### src/rtl/spi_cmd_sequencer.sv
// -----------------------------------------------------------------------------
// spi_cmd_sequencer
//
// Bridges the SPI slave receive path onto the on-chip configuration bus.
// Each 32-bit word delivered by the SPI slave is announced by a toggle on
// spi_tgl (SCLK/SS domain). The toggle is synchronised into clk, the word is
// decoded as a command, and single-write transactions are issued on a
// req/gnt bus. Protocol errors, a two-word long-write sequence, a header
// timeout and a completed-command counter are tracked.
//
// Word format: [31:28] opcode, [27:16] addr, [15:0] imm
//   0x0 NOP       : counted, no bus activity
//   0x1 WR_SHORT  : write zero-extended imm to addr
//   0x2 WR_LONG   : header; the next word is the full write data
//   0x3..0xF      : illegal, word dropped, ill_err set
//
// Ports:
//   clk        in   system clock
//   reset      in   asynchronous active-low reset
//   spi_word   in   received SPI word (stable >= 8 clk after spi_tgl changes)
//   spi_tgl    in   word-ready toggle, asynchronous to clk
//   bus_req    out  write request
//   bus_addr   out  write address
//   bus_wdata  out  write data
//   bus_gnt    in   write accepted (only looked at while bus_req=1)
//   busy       out  sequencer not idle
//   cmd_cnt    out  completed commands (NOP or write), wrapping
//   ovr_err    out  sticky: word arrived during a bus transaction
//   ill_err    out  sticky: illegal opcode received
//   to_err     out  sticky: long-write data word never arrived
//   err_clr    in   one-cycle pulse clearing all sticky errors
// -----------------------------------------------------------------------------
module spi_cmd_sequencer #(
  parameter int DATA_WIDTH = 32,
  parameter int ADDR_WIDTH = 12,
  parameter int TIMEOUT    = 4096,
  parameter int CNT_WIDTH  = 16
) (
  input  logic                  clk,
  input  logic                  reset,
  input  logic [DATA_WIDTH-1:0] spi_word,
  input  logic                  spi_tgl,
  output logic                  bus_req,
  output logic [ADDR_WIDTH-1:0] bus_addr,
  output logic [DATA_WIDTH-1:0] bus_wdata,
  input  logic                  bus_gnt,
  output logic                  busy,
  output logic [CNT_WIDTH-1:0]  cmd_cnt,
  output logic                  ovr_err,
  output logic                  ill_err,
  output logic                  to_err,
  input  logic                  err_clr
);

  localparam int TO_W = (TIMEOUT > 1) ? $clog2(TIMEOUT) : 1;
  localparam logic [TO_W-1:0] TO_LAST = TO_W'(TIMEOUT - 1);

  localparam logic [3:0] OP_NOP      = 4'h0;
  localparam logic [3:0] OP_WR_SHORT = 4'h1;
  localparam logic [3:0] OP_WR_LONG  = 4'h2;

  typedef enum logic [1:0] {
    IDLE      = 2'd0,
    WAIT_DATA = 2'd1,
    BUS       = 2'd2
  } state_t;

  // Synchroniser and arm phase
  logic                  s1_q, s1_d;
  logic                  s2_q, s2_d;
  logic                  s3_q, s3_d;
  logic [1:0]            arm_q, arm_d;

  // Sequencer state
  state_t                state_q, state_d;
  logic [TO_W-1:0]       to_cnt_q, to_cnt_d;

  // Registered outputs
  logic                  bus_req_q, bus_req_d;
  logic [ADDR_WIDTH-1:0] bus_addr_q, bus_addr_d;
  logic [DATA_WIDTH-1:0] bus_wdata_q, bus_wdata_d;
  logic                  busy_q, busy_d;
  logic [CNT_WIDTH-1:0]  cmd_cnt_q, cmd_cnt_d;
  logic                  ovr_err_q, ovr_err_d;
  logic                  ill_err_q, ill_err_d;
  logic                  to_err_q, to_err_d;

  // Decode helpers
  logic                  armed;
  logic                  evt;
  logic [3:0]            opcode;
  logic [ADDR_WIDTH-1:0] word_addr;
  logic [DATA_WIDTH-1:0] word_imm;
  logic                  set_ovr;
  logic                  set_ill;
  logic                  set_to;
  logic                  cnt_inc;

  assign opcode    = spi_word[DATA_WIDTH-1 -: 4];
  assign word_addr = spi_word[16 +: ADDR_WIDTH];
  assign word_imm  = {{(DATA_WIDTH-16){1'b0}}, spi_word[15:0]};

  // The arm counter saturates at 3; until then s3 tracks s2 without an event,
  // so a toggle input already high at reset release is not taken as a word.
  assign armed = (arm_q == 2'd3);
  assign evt   = armed & (s2_q != s3_q);

  always_comb begin
    s1_d        = spi_tgl;
    s2_d        = s1_q;
    s3_d        = s2_q;
    arm_d       = armed ? arm_q : arm_q + 2'd1;

    state_d     = state_q;
    to_cnt_d    = to_cnt_q;
    bus_req_d   = bus_req_q;
    bus_addr_d  = bus_addr_q;
    bus_wdata_d = bus_wdata_q;
    set_ovr     = 1'b0;
    set_ill     = 1'b0;
    set_to      = 1'b0;
    cnt_inc     = 1'b0;

    case (state_q)
      IDLE: begin
        if (evt) begin
          case (opcode)
            OP_NOP: begin
              cnt_inc = 1'b1;
            end
            OP_WR_SHORT: begin
              state_d     = BUS;
              bus_req_d   = 1'b1;
              bus_addr_d  = word_addr;
              bus_wdata_d = word_imm;
            end
            OP_WR_LONG: begin
              state_d    = WAIT_DATA;
              bus_addr_d = word_addr;
              to_cnt_d   = '0;
            end
            default: begin
              set_ill = 1'b1;
            end
          endcase
        end
      end

      WAIT_DATA: begin
        // A data word arriving on the final count still wins over the timeout.
        if (evt) begin
          state_d     = BUS;
          bus_req_d   = 1'b1;
          bus_wdata_d = spi_word;
        end else if (to_cnt_q == TO_LAST) begin
          state_d = IDLE;
          set_to  = 1'b1;
        end else begin
          to_cnt_d = to_cnt_q + 1'b1;
        end
      end

      BUS: begin
        // Words arriving mid-transaction are dropped; the write carries on.
        if (evt) begin
          set_ovr = 1'b1;
        end
        if (bus_gnt) begin
          state_d   = IDLE;
          bus_req_d = 1'b0;
          cnt_inc   = 1'b1;
        end
      end

      default: begin
        state_d   = IDLE;
        bus_req_d = 1'b0;
      end
    endcase

    busy_d    = (state_d != IDLE);
    cmd_cnt_d = cnt_inc ? cmd_cnt_q + 1'b1 : cmd_cnt_q;

    // Set takes priority over a simultaneous clear.
    ovr_err_d = set_ovr | (ovr_err_q & ~err_clr);
    ill_err_d = set_ill | (ill_err_q & ~err_clr);
    to_err_d  = set_to  | (to_err_q  & ~err_clr);
  end

  always_ff @(posedge clk or negedge reset) begin
    if (!reset) begin
      s1_q        <= 1'b0;
      s2_q        <= 1'b0;
      s3_q        <= 1'b0;
      arm_q       <= 2'd0;
      state_q     <= IDLE;
      to_cnt_q    <= '0;
      bus_req_q   <= 1'b0;
      bus_addr_q  <= '0;
      bus_wdata_q <= '0;
      busy_q      <= 1'b0;
      cmd_cnt_q   <= '0;
      ovr_err_q   <= 1'b0;
      ill_err_q   <= 1'b0;
      to_err_q    <= 1'b0;
    end else begin
      s1_q        <= s1_d;
      s2_q        <= s2_d;
      s3_q        <= s3_d;
      arm_q       <= arm_d;
      state_q     <= state_d;
      to_cnt_q    <= to_cnt_d;
      bus_req_q   <= bus_req_d;
      bus_addr_q  <= bus_addr_d;
      bus_wdata_q <= bus_wdata_d;
      busy_q      <= busy_d;
      cmd_cnt_q   <= cmd_cnt_d;
      ovr_err_q   <= ovr_err_d;
      ill_err_q   <= ill_err_d;
      to_err_q    <= to_err_d;
    end
  end

  assign bus_req   = bus_req_q;
  assign bus_addr  = bus_addr_q;
  assign bus_wdata = bus_wdata_q;
  assign busy      = busy_q;
  assign cmd_cnt   = cmd_cnt_q;
  assign ovr_err   = ovr_err_q;
  assign ill_err   = ill_err_q;
  assign to_err    = to_err_q;

endmodule

### config.mk
export PLATFORM = sky130hd
export DESIGN_NAME = spi_cmd_sequencer
export DESIGN_NICKNAME = d
export VERILOG_FILES = /design/src/rtl/spi_cmd_sequencer.sv
export SDC_FILE = /design/constraint.sdc
export NUM_CORES = 1
export LEC_CHECK = 0
export BUFFER_PORTS_ARGS = -buffer_cell sky130_fd_sc_hd__buf_2
export CAP_MARGIN = 20
export CORE_MARGIN = 2
export CORE_UTILIZATION = 25
export CTS_BUF_LIST = sky130_fd_sc_hd__clkbuf_16
export DETAILED_ROUTE_END_ITERATION = 6
export GPL_ROUTABILITY_DRIVEN = 1
export PLACE_DENSITY = 0.52
export SLEW_MARGIN = 30
export SYNTH_ARGS = -nofsm -noshare
export SYNTH_HDL_FRONTEND = slang
export SYNTH_SLANG_ARGS = --single-unit
export TNS_END_PERCENT = 20
### constraint.sdc
create_clock -name clk -period 5 [get_ports clk]
set_input_delay 0.5 -clock clk [delete_from_list [all_inputs] [get_ports clk]]
set_output_delay 0.5 -clock clk [all_outputs]
set_load 0.05 [all_outputs]
# Yosys cells after proc, flatten, opt, wreduce, memory -nomap -nowiden

Cells that the tools add are included.

Add/sub/neg operators: 3
Equal/unequal tests: 14
Mux-type cells: 32
Reduce and logical (&&, ||, !) cells: 10
Bitwise gates (word level): 8

Operators with widths:

| kind                                                                    | number |
|---|---|
| 32-bit 2-to-1 mux                                                       | 3 |
| 32-bit case mux with 2 select lines                                     | 1 |
| 12-bit 2-to-1 mux                                                       | 4 |
| 12-bit case mux with 2 select lines                                     | 1 |
| 16-bit by 1-bit adder with 16-bit output, second input constant         | 1 |
| 1-bit 2-to-1 mux                                                        | 15 |
| 12-bit by 1-bit adder with 12-bit output, second input constant         | 1 |
| 12-bit equality test, second input constant                             | 1 |
| 2-bit inequality test, second input constant                            | 5 |
| 2-bit 2-to-1 mux                                                        | 4 |
| 4-bit AND reduction                                                     | 2 |
| 2-bit case mux with 3 select lines                                      | 1 |
| 5-bit AND reduction                                                     | 1 |
| 1-bit bitwise AND                                                       | 4 |
| 2-bit equality test, second input constant                              | 2 |
| 4-bit by 1-bit equality test with 1-bit output, second input constant   | 1 |
| 4-bit by 2-bit equality test with 1-bit output, second input constant   | 1 |
| 4-bit logical NOT                                                       | 1 |
| 2-bit by 1-bit inequality test with 1-bit output, second input constant | 2 |
| 2-bit case mux with 2 select lines                                      | 1 |
| 2-bit nonzero test                                                      | 2 |
| 1-bit bitwise OR                                                        | 3 |
| 1-bit case mux with 3 select lines                                      | 1 |
| 3-bit AND reduction                                                     | 1 |
| other kinds (8)                                                         | 8 |

Register bits after elaboration: 84
Output and inout port bits: 65

# Depth between registers and ports, before layout

Depth after elaboration: 6
Gate-level depth with buffers: 7
Gate-level depth less buffers: 6

# Worst setup path after synthesis

Ideal clock, no wire load.

Path kind: register to register
From: register cmd_cnt_q[6], in the netlist cmd_cnt[6]
To: register cmd_cnt_q[11], in the netlist cmd_cnt[11]
Data arrival time: 1.707 ns
Period minus slack after synthesis: 1.854 ns
Cell stages (with the launch flop): 6
Library setup time: 0.147 ns
Path slack: 3.146 ns
Buffers on the path: 1
Required time: 4.853 ns
Path through: dfrtp_1 -> and4_1 -> buf_1 -> nand3_1 -> a2111oi_0 -> xor2_1

Cells in the longest elaborated chain, start to end: 1

Ends and longest elaborated chain:

| element                                  | RTL line | RTL |
|---|---|---|
| start: declaration                       | 83       | `logic [CNT_WIDTH-1:0] cmd_cnt_q, cmd_cnt_d;` |
| start signal: assignment                 | 217      | `cmd_cnt_q <= cmd_cnt_d;` |
| 16-bit by 1-bit adder with 16-bit output | 182      | `cmd_cnt_d = cnt_inc ? cmd_cnt_q + 1'b1 : cmd_cnt_q;` |

No other way between the ends.
A chain may end at the register's enable or synchronous reset.

# Worst setup path in the final report

From: register state_q[1]
To: register cmd_cnt_q[11], in the netlist cmd_cnt[11]

Cells in the longest elaborated chain, start to end: 2

Ends and longest elaborated chain:

| element                                                  | RTL line | RTL |
|---|---|---|
| start: declaration                                       | 75       | `state_t state_q, state_d;` |
| start signal: assignment                                 | 211      | `state_q <= state_d;` |
| 2-bit equality test or 2-bit logical NOT (tied branches) | 124      | `case (state_q)` |
| 1-bit case mux with 2 select lines *                     | 124      |  |

Mark *: on every way between the ends. The rest lies on a longest branch, timed or not.

==> qor.txt <==
Footprint of the multi-input gates: 1523 sq um
# Post-CTS Setup Buffers: 0
Status: completed
DP HPWL: 6049 um
Rel. slew slack: 41.31%
Worst Skew: 0.004813 ns
Global placement routability congestion: 0.7672
Yosys reg bits: 84
Register area: 2102 sq um
Residual DRC: 0
Setup TNS Final: 0 ns
Startpoint types: flip-flop
Synth warn: 0
Synthesized cell area: 3730 sq um
DP Worst Slack: 2.509 ns
CTS tree: done
Area grow syn2layout: 25.63%
Initial antenna violation count: 0
Maximum clock insertion buffer count: 2
Commonest non-fill, non-tap cell in the layout: buf_2
Hold slack: 0.04833 ns
DR pass1 iterations: 4
Hold Violations, Final: 0
Mapped Cells: 287
RSZ-0062 raised after global routing: no
Total GRT Usage: 11.34%
Port Buffer Count: 101
EDFF count, synth: 0
Highest Clock Rate: 408.0 MHz
Ys async rst share: 100.0%
Worst slew pin tran: 0.8803 ns
Post-synth top area cell: dfrtp_1
Avg WL per Cell: 15.21 um
Die H: 126.1 um
Register area share after synthesis: 56.36%
Worst-path clk slew: 0.06 ns
CTS Sinks: 84
Critical Path AT: 2.65 ns
Number of global-route vias before repair: 2,660
P per Cell Area: 565.6 nW/um^2
Antenna-violating nets left: 0
Root Buffer: clkbuf_16
Vias per inst: 4.749
Required @ worst endpoint: 5.20 ns
Core ar.: 14,530 sq um
CP Class: flip-flop to flip-flop
Post-synth cell types: 50
Worst Hold Class: input port to asynchronous set/reset pin
Worst setup slack after layout: 2.549 ns
Synth Flop Type: dfrtp_1
Layout fillers: 1,511
Syn Area/Cell: 13.00 sq um
Max Cap Viol: 0
Die Wd: 126.1 um
Commonest cells after routing, fill and taps aside: buf_2, dfrtp_1, mux2_2, a22o_1, xor2_1
Final slew viol count: 0
Post-CTS Resized: 0
Worst skew pair latency: 0.34 ns
DIE AREA: 15,910 sq um
Synth Net Count: 327
First-pass GRT wire length: 14,150 um
Top area cells in the synthesized netlist: dfrtp_1, mux2_2, mux2_4
Num rows: 44
N_diodes: 0
P_leak: 2.273 nW
WL final: 8715 um
Hold-fix buffers at CTS: 0
Initial core utilization: 25.66%
VDD IR-drop max: 0.1666 mV
Largest net degree at the start of global routing: 62
Yosys top cell area share: 56.36%
Minimum clock period: 2.451 ns
Nets@finish: 425
Ports: 102
CP max FO: 15
Ratio of cells with drive above 1 in the final layout: 40.62%
Via count: 2,721
Starting DRT DRC Count: 152
H-tree Lvls: 3
Final period utilization: 49.02%
Critical Path End Type: flip-flop
Num CTS Buffers: 9
Grt ovf: 0
Endpoints failing setup: 0
-- sequential cells by signal, summed over array words and instances (netlist names) --
register / flops
bus_wdata: 32
cmd_cnt: 16
bus_addr: 12
to_cnt_q: 12
arm_q: 2
state_q: 2
bus_req: 1
busy: 1
ill_err: 1
ovr_err: 1
s1_q: 1
s2_q: 1
s3_q: 1
to_err: 1
-- synth_stat cells (6+ instances only) --
| cell type | count |
|---|---|
| nor4_1 | 6 |
| nand3_1 | 11 |
| xor2_1 | 15 |
| nand4_1 | 7 |
| o21ai_0 | 8 |
| mux2_2 | 19 |
| inv_1 | 7 |
| nand2_1 | 10 |
| mux2_4 | 11 |
| buf_2 | 7 |
| a211oi_1 | 7 |
| dfrtp_1 | 84 |
| a22o_1 | 17 |
-- worst paths after layout --
kind                       startpoint       endpoint  slack, ns  cells after the start
min reg2reg                      s1_q           s2_q       0.35                      0
min                             reset  bus_wdata[14]       0.05                      1
max reg2reg                state_q[1]    cmd_cnt[11]       2.55                      4
max in group asynchronous       reset     cmd_cnt[1]       3.83                      2
max                        state_q[1]    cmd_cnt[11]       2.55                      4
min in group clk              spi_tgl           s1_q       0.27                      1
-- per-stage QoR --
| stage | cells | total power, mW | instance area [sq um] | utilization [%] |
|---|---|---|---|---|
| 2_1_floorplan | 287 | 1.771 | 3730 | - |
| 3_3_place_gp | 558 | 2.017 | 4398 | 30.26 |
| 3_5_place_dp | 558 | 2.029 | 4404 | 30.30 |
| 4_1_cts | 573 | 2.687 | 4686 | 32.24 |
| 5_1_grt | 573 | 2.777 | 4686 | 32.24 |
| 6_report | 573 | 2.650 | 4686 | 32.24 |
-- metal layers --
layer	track usage [%]	vias up	part of all wire [%]	routed length [um]
met3	4.333	16	8.3	723
li1	-	1264	-	-
met1	14.77	1344	45	3916
met5	0	-	0	0
met2	16.73	97	45	3893
met4	5.042	0	2.1	181
-- power by group --
part	switching (mW)	total, mW	internal [mW]
clock	0.261	0.641	0.379
combinational	0.742	1.03	0.285
sequential	0.124	0.982	0.858
total	1.13	2.65	1.52
-- layout make-up --
cell class / count / area share (%)
clock buffers: 9 / 4.806
multi-input cells: 180 / 32.50
clock inverters: 6 / 1.202
flip-flops and latches: 84 / 44.86
inverters: 7 / 0.5607
repair buffers: 103 / 11.16
well taps: 184 / 4.913
-- critical path, cell delays in order, from the launching register on --
cell and delay [ns]:
dfrtp_1 0.51, nor4_4 0.38, nand4_1 0.59, a2111oi_0 0.71, xor2_1 0.12
-- logic make-up after synthesis --
| logic type | count (synthesis) | share of synthesized area (%) |
|---|---|---|
| buffers and inverters | 23 | 3.153 |
| AO/OA/AOI/OAI | 60 | 13.28 |
| multiplexers | 31 | 10.43 |
| flip-flops | 84 | 56.36 |
| AND/OR/NAND/NOR | 67 | 11.10 |
| XOR/XNOR | 19 | 4.663 |
| adder cells (fa/ha/maj) | 3 | 1.006 |
(Power assumes the default switching activity.)
